File: config.mk
export PLATFORM = sky130hd
export DESIGN_NAME = imem_arbiter
export DESIGN_NICKNAME = d
export VERILOG_FILES = /design/src/rtl/imem_pkg.sv /design/src/rtl/imem_arbiter_line_beat_buf.sv /design/src/rtl/imem_arbiter.sv
export SDC_FILE = /design/constraint.sdc
export NUM_CORES = 1
export LEC_CHECK = 0
export CORE_ASPECT_RATIO = 0.5
export CORE_UTILIZATION = 51
export DETAILED_ROUTE_END_ITERATION = 6
export GPL_TIMING_DRIVEN = 0
export PLACE_DENSITY = 0.86
export SLEW_MARGIN = 5
export SYNTH_ARGS = -nofsm -noshare
export SYNTH_HDL_FRONTEND = slang
export SYNTH_SLANG_ARGS = --single-unit
File: constraint.sdc
create_clock -name clk -period 4.1 [get_ports clk]
set_input_delay 1.23 -clock clk [delete_from_list [all_inputs] [get_ports clk]]
set_output_delay 1.23 -clock clk [all_outputs]
set_load 0.03 [all_outputs]
File: src/rtl/imem_pkg.sv
`default_nettype none
// ============================================================================
// Module   : imem_pkg
// Purpose  : Shared types and constants for the instruction/data memory port
//            arbiter: line/word geometry, beat-index width, FSM encoding.
// Ports    : (package - none)
// Revision : 1.0 - initial release
// ============================================================================
package imem_pkg;

  localparam int LINE_W = 128;
  localparam int MEM_W  = 32;
  localparam int BEATS  = LINE_W / MEM_W;
  localparam int BEAT_W = $clog2(BEATS);

  typedef enum logic [1:0] {
    IDLE    = 2'd0,
    IC_XFER = 2'd1,
    DC_XFER = 2'd2
  } state_t;

endpackage
`default_nettype wire

File: src/rtl/imem_arbiter_line_beat_buf.sv
`default_nettype none
// ============================================================================
// Module   : line_beat_buf
// Purpose  : BEATS x MEM_W line buffer. Loaded in parallel with a write line
//            at grant, captures read words one beat at a time, offers the
//            word selected by the beat index, and exposes the whole line.
// Ports    : clk, reset (async, active-low)
//            load / load_line   - parallel load of a full line
//            cap / idx / cap_word - write one word at beat index idx
//            sel_word           - word[idx] (write-data mux)
//            line               - full line, word k at bits [32k+31:32k]
// Revision : 1.0 - initial release
// ============================================================================
module line_beat_buf
  import imem_pkg::*;
(
  input  logic              clk,
  input  logic              reset,
  input  logic              load,
  input  logic [LINE_W-1:0] load_line,
  input  logic              cap,
  input  logic [BEAT_W-1:0] idx,
  input  logic [MEM_W-1:0]  cap_word,
  output logic [MEM_W-1:0]  sel_word,
  output logic [LINE_W-1:0] line
);

  generate
    for (genvar k = 0; k < BEATS; k++) begin : g_word
      logic [MEM_W-1:0] word_q;

      always_ff @(posedge clk or negedge reset) begin
        if (!reset) begin
          word_q <= '0;
        end else if (load) begin
          word_q <= load_line[k*MEM_W +: MEM_W];
        end else if (cap && (idx == BEAT_W'(k))) begin
          word_q <= cap_word;
        end
      end

      assign line[k*MEM_W +: MEM_W] = word_q;
    end
  endgenerate

  always_comb begin
    sel_word = '0;
    for (int k = 0; k < BEATS; k++) begin
      if (idx == BEAT_W'(k)) begin
        sel_word = line[k*MEM_W +: MEM_W];
      end
    end
  end

endmodule
`default_nettype wire

File: src/rtl/imem_arbiter.sv
`default_nettype none
// ============================================================================
// Module   : imem_arbiter
// Purpose  : Shares one 32-bit memory port between icache line refills and
//            dcache line reads/writes. Each line becomes a 4-beat word burst;
//            read words are reassembled and returned with a 1-cycle pulse.
//            dcache has priority; icache is granted after STARVE_MAX
//            consecutive dcache wins. icache may abort an in-flight refill.
// Ports    : clk, reset (async, active-low)
//            ic_req/ic_addr/ic_abort -> ic_rdata/ic_rvalid
//            dc_req/dc_we/dc_addr/dc_wdata -> dc_rdata/dc_done
//            mem_req/mem_we/mem_addr/mem_wdata <- mem_rdata/mem_ack
// Revision : 1.0 - initial release
// ============================================================================
module imem_arbiter #(
  parameter int LINE_W     = 128,
  parameter int MEM_W      = 32,
  parameter int STARVE_MAX = 3
) (
  input  logic              clk,
  input  logic              reset,
  input  logic              ic_req,
  input  logic [31:0]       ic_addr,
  input  logic              ic_abort,
  output logic [LINE_W-1:0] ic_rdata,
  output logic              ic_rvalid,
  input  logic              dc_req,
  input  logic              dc_we,
  input  logic [31:0]       dc_addr,
  input  logic [LINE_W-1:0] dc_wdata,
  output logic [LINE_W-1:0] dc_rdata,
  output logic              dc_done,
  output logic              mem_req,
  output logic              mem_we,
  output logic [31:0]       mem_addr,
  output logic [MEM_W-1:0]  mem_wdata,
  input  logic [MEM_W-1:0]  mem_rdata,
  input  logic              mem_ack
);

  import imem_pkg::*;

  localparam int                SC_W      = (STARVE_MAX < 1) ? 1 : $clog2(STARVE_MAX + 1);
  localparam logic [SC_W-1:0]   STARVE_LIM = SC_W'(STARVE_MAX);
  localparam logic [BEAT_W-1:0] LAST_BEAT  = BEAT_W'(BEATS - 1);

  state_t              state, state_nxt;
  logic [BEAT_W-1:0]   beat, beat_nxt;
  logic [SC_W-1:0]     starve_cnt, starve_nxt;
  logic                abort_pend, abort_nxt;
  logic [31:0]         base;
  logic                we_q;
  logic                grant_ic, grant_dc;
  logic                ic_fin, dc_fin;
  logic                ic_ok;
  logic                xfer;
  logic [31:0]         beat_off;
  logic [MEM_W-1:0]    sel_word;
  logic [LINE_W-1:0]   line_buf;
  logic [LINE_W-1:0]   fin_line;
  logic                unused_addr_bits;

  // An icache request raised together with its own abort is withdrawn.
  assign ic_ok = ic_req && !ic_abort;

  always_ff @(posedge clk or negedge reset) begin
    if (!reset) begin
      state      <= IDLE;
      beat       <= '0;
      starve_cnt <= '0;
      abort_pend <= 1'b0;
    end else begin
      state      <= state_nxt;
      beat       <= beat_nxt;
      starve_cnt <= starve_nxt;
      abort_pend <= abort_nxt;
    end
  end

  always_comb begin
    state_nxt  = state;
    beat_nxt   = beat;
    starve_nxt = starve_cnt;
    abort_nxt  = abort_pend;
    grant_ic   = 1'b0;
    grant_dc   = 1'b0;
    ic_fin     = 1'b0;
    dc_fin     = 1'b0;
    case (state)
      IDLE: begin
        if (dc_req && (!ic_ok || (starve_cnt < STARVE_LIM))) begin
          grant_dc  = 1'b1;
          state_nxt = DC_XFER;
          beat_nxt  = '0;
          if (ic_ok) begin
            starve_nxt = starve_cnt + SC_W'(1);
          end
        end else if (ic_ok) begin
          grant_ic   = 1'b1;
          state_nxt  = IC_XFER;
          beat_nxt   = '0;
          starve_nxt = '0;
        end
      end
      IC_XFER: begin
        if (ic_abort) begin
          abort_nxt = 1'b1;
        end
        if (mem_ack) begin
          beat_nxt = beat + BEAT_W'(1);
          // An abort (pending or arriving now) ends the burst on this ack.
          if ((beat == LAST_BEAT) || abort_pend || ic_abort) begin
            state_nxt = IDLE;
            beat_nxt  = '0;
            abort_nxt = 1'b0;
            ic_fin    = (beat == LAST_BEAT) && !abort_pend && !ic_abort;
          end
        end
      end
      DC_XFER: begin
        if (mem_ack) begin
          beat_nxt = beat + BEAT_W'(1);
          if (beat == LAST_BEAT) begin
            state_nxt = IDLE;
            beat_nxt  = '0;
            dc_fin    = 1'b1;
          end
        end
      end
      default: begin
        state_nxt = IDLE;
      end
    endcase
  end

  always_ff @(posedge clk or negedge reset) begin
    if (!reset) begin
      base      <= '0;
      we_q      <= 1'b0;
      ic_rvalid <= 1'b0;
      dc_done   <= 1'b0;
      ic_rdata  <= '0;
      dc_rdata  <= '0;
    end else begin
      if (grant_dc) begin
        base <= {dc_addr[31:4], 4'h0};
        we_q <= dc_we;
      end else if (grant_ic) begin
        base <= {ic_addr[31:4], 4'h0};
        we_q <= 1'b0;
      end
      ic_rvalid <= ic_fin;
      dc_done   <= dc_fin;
      if (ic_fin) begin
        ic_rdata <= fin_line;
      end
      if (dc_fin && !we_q) begin
        dc_rdata <= fin_line;
      end
    end
  end

  line_beat_buf u_buf (
    .clk       (clk),
    .reset     (reset),
    .load      (grant_dc),
    .load_line (dc_wdata),
    .cap       (xfer && mem_ack && !we_q),
    .idx       (beat),
    .cap_word  (mem_rdata),
    .sel_word  (sel_word),
    .line      (line_buf)
  );

  // The final word arrives on the same edge the response is registered, so
  // it bypasses the buffer to keep the pulse one cycle after the last ack.
  assign fin_line = {mem_rdata, line_buf[LINE_W-MEM_W-1:0]};

  assign xfer      = (state != IDLE);
  assign beat_off  = {{(32-BEAT_W-2){1'b0}}, beat, 2'b00};
  assign mem_req   = xfer;
  assign mem_we    = xfer && we_q;
  assign mem_addr  = xfer ? (base + beat_off) : 32'h0;
  assign mem_wdata = (xfer && we_q) ? sel_word : '0;

  assign unused_addr_bits = ^{ic_addr[3:0], dc_addr[3:0]};

endmodule
`default_nettype wire

## After elaboration in Yosys (flattened, before gate mapping)

Cells that the tools add are included.

| cells by class | value |
|---|---|
| order comparisons | 1 |
| add/subtract/negate cells | 3 |
| muxes and demuxes | 48 |
| reduce and logical (&&, ||, !) cells | 31 |
| eq/ne operators | 10 |

Operator list:

| kind | count |
|---|---|
| $mux 32 | 16 |
| $add 32x4->32 | 1 |
| $mux 2 | 14 |
| $mux 1 | 16 |
| $logic_and 1x1->1 | 12 |
| $pmux 2 s3 | 2 |
| $reduce_bool 2->1 | 6 |
| $ne 2x2->1 const B | 4 |
| $eq 2x2->1 const B | 3 |
| $reduce_and 5->1 | 1 |
| $add 2x1->2 const B | 2 |
| $eq 2x1->1 const B | 2 |
| $logic_not 1->1 | 4 |
| $logic_not 2->1 | 2 |
| $reduce_and 4->1 | 1 |
| $logic_or 1x1->1 | 3 |
| $ne 3x3->1 const B | 1 |
| $reduce_bool 3->1 | 1 |
| $lt 2x2->1 const B | 1 |
| $reduce_and 2->1 | 1 |

| word-level totals | value |
|---|---|
| word-level logic and storage cells | 107 |
| bits of input ports | 231 |
| output and inout bits | 324 |
| register bits | 426 |

## Logic depth before layout (Yosys ltp)

Gate-level depths: netlist (run 1).

| logic depth | value |
|---|---|
| word-level depth | 9 |
| gate-level depth with buffers | 9 |
| gate-level depth less buffers | 6 |

## Modules after synthesis

From an unflattened synthesis (run 1), not the netlist that was laid out.

| second synthesis, totals | value |
|---|---|
| cell total of the unflattened synthesis | 1538 |
| area, all modules | 19812.8 µm² |

Modules (own cells, without submodules):

| module | area each (µm²) | instances | seq. area each (µm²) | cells each |
|---|---|---|---|---|
| imem_arbiter | 12717.2 | 1 | 7357.1 | 794 |
| line_beat_buf | 7095.6 | 1 | 3203.1 | 744 |

## Worst setup path after synthesis (run 1)

OpenSTA, ideal clock, no wires.

| timing path | value |
|---|---|
| kind | register to output |
| from | register beat[0] |
| to | output mem_wdata[23] |
| buffers on the path | 2 |
| cell stages (with the launch flop) | 8 |
| required time | 2870 ps |
| arrival | 2058 ps |
| slack | 812 ps |
| path through | dfrtp_1 > inv_1 > ha_1 > clkbuf_1 > clkbuf_1 > a221oi_1 > a211o_1 > a21oi_1 |

| between the ends | value |
|---|---|
| longest elaborated chain between the ends | 6 |
| elaborated cells on any way between the ends | 9 |
| those cells by class | eq/ne: 3; mux: 5; reduce/logical: 1 |

RTL lines:

| what | line | RTL |
|---|---|---|
| start, declared | imem_arbiter.sv:48 | `logic [BEAT_W-1:0] beat, beat_nxt;` |
| start signal, assigned | imem_arbiter.sv:74 | `beat <= beat_nxt;` |
| $logic_not 2->1 | imem_arbiter_line_beat_buf.sv:49 | `if (idx == BEAT_W'(k)) begin` |
| $mux 32 (3 in series) | imem_arbiter_line_beat_buf.sv:49 |  |
| $mux 32 (*) | imem_arbiter_line_beat_buf.sv:49 |  |
| $mux 32 (*) | imem_arbiter.sv:184 | `assign mem_wdata = (xfer && we_q) ? sel_word : '0;` |
| end, declared | imem_arbiter.sv:36 | `output logic [MEM_W-1:0] mem_wdata,` |

Every way passes the cells marked *; elsewhere a longest branch is shown, timed or not.

## Worst setup path after layout (run 1)

| timing path | value |
|---|---|
| from | register beat[0] |
| to | output mem_wdata[2] |

The elaborated chain is that of the path after synthesis.

==> results of run 1 <==
==> worst max-delay path: cells and delay by family (launching register included) <==
kind / cells / cell delay [ps]
buffers and inverters: 3 / 740
AND/OR/NAND/NOR: 1 / 230
AO/OA/AOI/OAI: 3 / 590
flip-flops: 1 / 430
adder cells (fa/ha/maj): 1 / 280
==> metal layers <==
metal | up-vias | global-route usage (%)
li1 | 6611 | -
met1 | 7886 | 47.19
met2 | 851 | 59.02
met3 | 207 | 5.722
met4 | 0 | 21.44
met5 | - | 0
==> final timing paths <==
kind	from	to	cells after the start
max	beat[0]	mem_wdata[2]	8
min	base[12]	base[12]	2
max reg2reg	state[1]	ic_rdata[1]	7
min reg2reg	base[12]	base[12]	2
max in group asynchronous	reset	ic_rdata[74]	3
min in group asynchronous	reset	ic_rdata[100]	1
==> stage by stage <==
stage                     hold WS (ps)   TNS, ps
after floorplan                  442.2         0
after global placement           453.2  -7095540
after detailed placement         462.0     -3939
after CTS                        476.0         0
after global routing             493.0         0
final                            470.7         0
==> state kept, by name, summed over array words and instances (netlist names) <==
name and flops:
we_q 1, state 2, base 28, dc_done 1, u_buf.g_word.word_q 128, dc_rdata 128
starve_cnt 2, beat 2, ic_rdata 128, abort_pend 1, ic_rvalid 1
==> kinds of logic (layout without fill, tap and decap cells) <==
logic type,count (synthesis),count (layout)
adder cells (fa/ha/maj),10,10
flip-flops,422,422
AO/OA/AOI/OAI,324,324
buffers and inverters,157,772
multiplexers,356,356
AND/OR/NAND/NOR,277,277
other,1,11
==> power by group <==
part / internal, mW / switching, mW / total (mW)
Combinational: 1.67 / 2.61 / 4.28
Sequential: 4.97 / 0.762 / 5.73
Clock: 2.18 / 1.63 / 3.81
Total: 8.82 / 5.01 / 13.8
==> area by class of cell <==
cell class | count | area (um^2)
diodes | 9 | 22.52
plain buffers | 117 | 673.1
clock buffers | 57 | 1176
clock inverters | 11 | 133.9
fillers | 2419 | 9124
inverters | 40 | 150.1
multi-input cells | 969 | 7092
flip-flops and latches | 422 | 10560
well taps | 475 | 594.3
repair buffers | 547 | 5488
==> repair_timing <==
action / CTS / global route
hold buffers: 0 / 0
gates resized for setup: 92 / 37
pin swaps: 0 / 0
setup endpoints to repair: 33 / 36
==> cells in the final DEF, fill, tap and decap left out, types with 9 or more instances in the layout <==
master / n
a211o_1: 33
a21oi_1: 35
a221oi_1: 31
buf_2: 42
buf_4: 29
clkbuf_1: 37
clkbuf_16: 41
clkbuf_2: 20
clkbuf_8: 9
clkdlybuf4s15_2: 14
clkdlybuf4s50_1: 509
dfrtp_1: 422
diode_2: 9
ha_1: 10
inv_1: 40
mux2_2: 225
mux2i_1: 131
nand2_1: 230
nor2b_1: 29
o21ai_0: 170
o21ai_1: 22
o22ai_1: 28
==> impl_metrics.tcl, run 1 <==
set metrics [dict create \
    clock_sinks 422 \
    synthFlopType "dfrtp_1" \
    place_area_um2 24580 \
    finalWorstSetupSlack_ps 60.84 \
    nets 2377 \
    crit_slowest_cell "dfrtp_1" \
    tightest_slew_ps 745.4 \
    routed.top_layer "met4" \
    grt_util_all_layers_pct 36.50 \
    ys_top_cells_by_count "dfrtp_1, nand2_1, mux2_2" \
    yosys_warnings 0 \
    place_inst 2570 \
    hold_class "reg -> reg" \
    critPathMaxFanout 10 \
    antenna_found_initial 6 \
    cp.required_ps 2870 \
    synth_most_common_cell "dfrtp_1" \
    synth_simple_gate_area_share_pct 6.484 \
    synthTopCellsByArea "dfrtp_1, mux2_2, mux2i_1" \
    path_class "reg -> out" \
    synth_edf_count 0 \
    cts_buffers 39 \
    clk_pin_slew_ps 60 \
    slew_headroom_pct 50.30 \
    ys_ff_latch 422 \
    netlist_area_um2 18430 \
    cap_violations 0 \
    via_per_inst 5.876 \
    grt_pass1_wl_mm 100.1 \
    drtAntennaViolNets 0 \
    clock_path_buffers 3 \
    synth_fa_ha_area_share_pct 0.6789 \
    cp.arrival_ps 2810 \
    die_y_um 136.4 \
    setup.worst_path.end_class "output port" \
    drv_slew 0 \
    htree_num_levels 2 \
    place_ws_ps -224.4 \
    yosys.area.top_type_share_pct 57.30 \
    leakage_nw 11.51 \
    die_w_um 270.8 \
    drive_above_1_share_pct 19.09 \
    grt_start_max_net_pins 115 \
    synth_xor_area_share_pct 0 \
    num_io_pins 555 \
    hold_violations 0 \
    yosys.area.top_type "dfrtp_1" \
    gp_congestion 0.9306 \
    total_power_mw 13.83 \
    crit_chain "inv_1 > ha_1 > nor2b_4 > buf_4 > a221oi_1 > a211o_1 > a21oi_1 > clkdlybuf4s15_2" \
    syn_inst 1547 \
    rsz0062_at_grt "no" \
    status "finished, final reports clean" \
    num_rows 48 \
    post-route-drc-count 0 \
    skew_ps 26.66 \
    cp-start-kind "register" \
    firstDrtPassIters 6 \
    worstSkewPairLatency_ps 550 \
    postSynthAreaPerCell_um2 11.91 \
    synth_compound_area_share_pct 10.37 \
    dieArea_um2 36950 \
    post_cts_buffers 0 \
    final_cells 2647 \
    via_count 15555 \
    period_needed_ps 4039 \
    slowest_delay_ps 430 \
    grt-ovfl-total 0 \
    wirelength_mm 68.48 \
    vdd_ir_drop_max_uv 401.4 \
    routed-wl-met2_mm 33.20 \
    synth_mux_area_share_pct 20.86 \
    wl_met1_mm 26.51 \
    clock-root-buffer "clkbuf_16" \
    synth-async-reset-ratio_pct 100.0 \
    yosysUniqueCellTypes 34 \
    power_density_nw_per_um2 534.1 \
    r2r_slack_ps 1670 \
    dr_wl_met3_mm 4.650 \
    dp_hpwl_mm 50.30 \
    cts_tree "yes" \
    postLayoutCellArea_um2 25890 \
    start_util_pct 52.63 \
    area_growth_syn_to_layout_pct 40.48 \
    synth_top_family_by_area "multiplexers" \
    routedWlPerCell_um 25.87 \
    post-route-util_pct 73.94 \
    setup_viol 0 \
    core-area_um2 35010 \
    synth-seq-area-share_pct 57.30 \
    min_period_over_period_pct 98.52 \
    first_global_vias 15671 \
    fmax_mhz 247.6 \
    drtIter0Drc 1683 \
    port-buffer-count 543 \
]
(Power assumes the default switching activity.)
==> run 2, diff against run 1 <==
--- a/config.mk
+++ b/config.mk
@@ -7,6 +7,7 @@
 export LEC_CHECK = 0
 export CORE_ASPECT_RATIO = 0.5
 export CORE_UTILIZATION = 51
+export CTS_BUF_LIST = sky130_fd_sc_hd__clkbuf_4 sky130_fd_sc_hd__clkbuf_8 sky130_fd_sc_hd__clkbuf_16
 export DETAILED_ROUTE_END_ITERATION = 6
 export GPL_TIMING_DRIVEN = 0
 export PLACE_DENSITY = 0.86
==> run 2 against run 1 <==
Worst setup slack improved by 2.6 ps. First-iteration DRC count decreased by 1.2%. Non-clock buffer count unchanged. Clock skew decreased by 0.85 ps. Clock-buffer cell count unchanged. Sequential power about the same. Clock power increased by 1%. Via count about the same. Global-route usage about the same. Critical path depth unchanged. Die area unchanged. Flip-flop and latch count unchanged. Largest cell class unchanged.
==> impl_metrics.tcl, run 2 (same netlist as run 1, synthesis figures left out) <==
set metrics [dict create \
    via_count 15560 \
    fmax_mhz 247.7 \
    path_class "reg -> out" \
    firstDrtPassIters 6 \
    nets 2377 \
    gp_congestion 0.9306 \
    clkPwrFrac_pct 27.9 \
    start_util_pct 52.63 \
    clock_sinks 422 \
    cts_tree "yes" \
    clk_pin_slew_ps 60 \
    htree_num_levels 2 \
    hold_violations 0 \
    grt-ovfl-total 0 \
    cp-start-kind "register" \
    setup.worst_path.end_class "output port" \
    skew_ps 25.81 \
    fillCellCount 2413 \
    tightest_slew_ps 761.3 \
    post-route-util_pct 74.01 \
    port-buffer-count 543 \
    cp.required_ps 2870 \
    wirelength_mm 68.30 \
    power_density_nw_per_um2 535.3 \
    drtAntennaViolNets 0 \
    swShare_pct 36.09 \
    dp_hpwl_mm 50.30 \
    setup_viol 0 \
    cp.arrival_ps 2810 \
    drtIter0Drc 1663 \
    hold_class "reg -> reg" \
    num_io_pins 555 \
    place_ws_ps -224.4 \
    vdd_ir_drop_max_uv 404.9 \
    finalWorstSetupSlack_ps 63.42 \
    antenna_found_initial 4 \
    grt_util_all_layers_pct 36.46 \
    routedWlPerCell_um 25.81 \
    p_int_mw 8.866 \
    critPathLaunch "beat[0]" \
    r2r_start "state[1]" \
    via_per_inst 5.881 \
    cts.hold.buffers_added 0 \
    post-route-drc-count 0 \
    total_power_mw 13.87 \
    final_common_cell "clkdlybuf4s50_1" \
    status "finished, final reports clean" \
    worstSkewPairLatency_ps 550 \
    cts_buffers 39 \
    drv_slew 0 \
    min_period_over_period_pct 98.45 \
    cap_violations 0 \
    rsz0062_at_grt "no" \
    clock-root-buffer "clkbuf_16" \
    layout_common_cells "clkdlybuf4s50_1, dfrtp_1, nand2_1" \
    postLayoutCellArea_um2 25910 \
    critPathMaxFanout 10 \
    power.switching_mw 5.006 \
    die_y_um 136.4 \
    leakage_nw 11.53 \
    comb_power_share_pct 30.8 \
    period_needed_ps 4037 \
    slew_headroom_pct 49.25 \
    num_rows 48 \
    p_seq_share_pct 41.3 \
    first_global_vias 15679 \
    core-area_um2 35010 \
    grt_pass1_wl_mm 100.0 \
    die_w_um 270.8 \
    hold_path_startpoint "base[12]" \
    place_area_um2 24580 \
    grt_start_max_net_pins 115 \
    top_regs "dc_rdata: 128 flops, ic_rdata: 128 flops, u_buf.g_word.word_q: 128 flops" \
    dieArea_um2 36950 \
    clock_path_buffers 3 \
    drive_above_1_share_pct 19.42 \
    area_growth_syn_to_layout_pct 40.61 \
]
run 2: cell types whose count changed in the layout (fill, tap and decap cells not counted):
cell,before,now
clkbuf_4,4,11
diode_2,9,8
clkbuf_1,37,30
clkbuf_2,20,19
buf_2,42,43
run 2: per-stage QoR:
step           setup TNS [ps]  instances  hold WS [ps]
3_5_place_dp            -3939       2570         462.0
5_1_grt                     0       2642         486.2
4_1_cts                     0       2638         475.4
2_1_floorplan               0       1548         442.2
3_3_place_gp         -7095540       2566         453.2
6_report                    0       2646         471.3
run 2: what timing repair did:
item | in CTS | in global routing
endpoints found under the setup margin | 33 | 35
gates resized for setup | 93 | 38
buffers inserted | 0 | 0
hold endpoints to repair | 0 | 0
run 2: path summary, 6_finish.rpt:
check	cells past startpoint	slack (ps)	endpoint
worst max-delay path	8	60	mem_wdata[14]
worst min-delay path	2	470	base[12]
min in group asynchronous	1	630	ic_rdata[100]
worst max register to register	7	1660	ic_rdata[1]
worst min register to register	2	470	base[12]
max in group asynchronous	3	2210	ic_rdata[19]
run 2: cell type report:
cell class	count	area (um^2)	area share, %
clock buffers	57	1202	4.640
plain buffers	117	673.1	2.598
inverters	40	150.1	0.5794
multi-input cells	969	7092	27.37
well taps	475	594.3	2.293
repair buffers	547	5488	21.18
flip-flops and latches	422	10560	40.75
clock inverters	11	133.9	0.5166
diodes	8	20.02	0.07725
run 2: critical path, stage by stage, from the launching register on:
cell and delay (ps):
dfrtp_1 430, inv_1 160, ha_1 270, nor2b_4 230
buf_4 230, a221oi_1 140, a211o_1 290, a21oi_1 180
clkdlybuf4s15_2 340
run 2: layer usage:
layer,global-route usage [%],part of all wire [%],vias up
li1,-,-,6604
met1,46.95,38,7891
met2,59.14,48,840
met3,5.987,7.3,225
met4,21.06,6.2,0
met5,0,0,-
run 2: power groups by stage:
stage	combinational, mW	clock, mW	sequential [mW]
2_1_floorplan	2.52	0	5.52
3_3_place_gp	4.06	0	5.73
3_5_place_dp	4.21	0	5.76
4_1_cts	4.23	3.88	5.69
5_1_grt	4.57	4.05	5.81
6_report	4.28	3.86	5.73
==> run 3, diff against run 2 <==
--- a/config.mk
+++ b/config.mk
@@ -9,6 +9,7 @@
 export CORE_UTILIZATION = 51
 export CTS_BUF_LIST = sky130_fd_sc_hd__clkbuf_4 sky130_fd_sc_hd__clkbuf_8 sky130_fd_sc_hd__clkbuf_16
 export DETAILED_ROUTE_END_ITERATION = 6
+export GPL_ROUTABILITY_DRIVEN = 1
 export GPL_TIMING_DRIVEN = 0
 export PLACE_DENSITY = 0.86
 export SLEW_MARGIN = 5
==> results of run 3 <==
Final layout, timing and power as in run 2 (identical DEF).
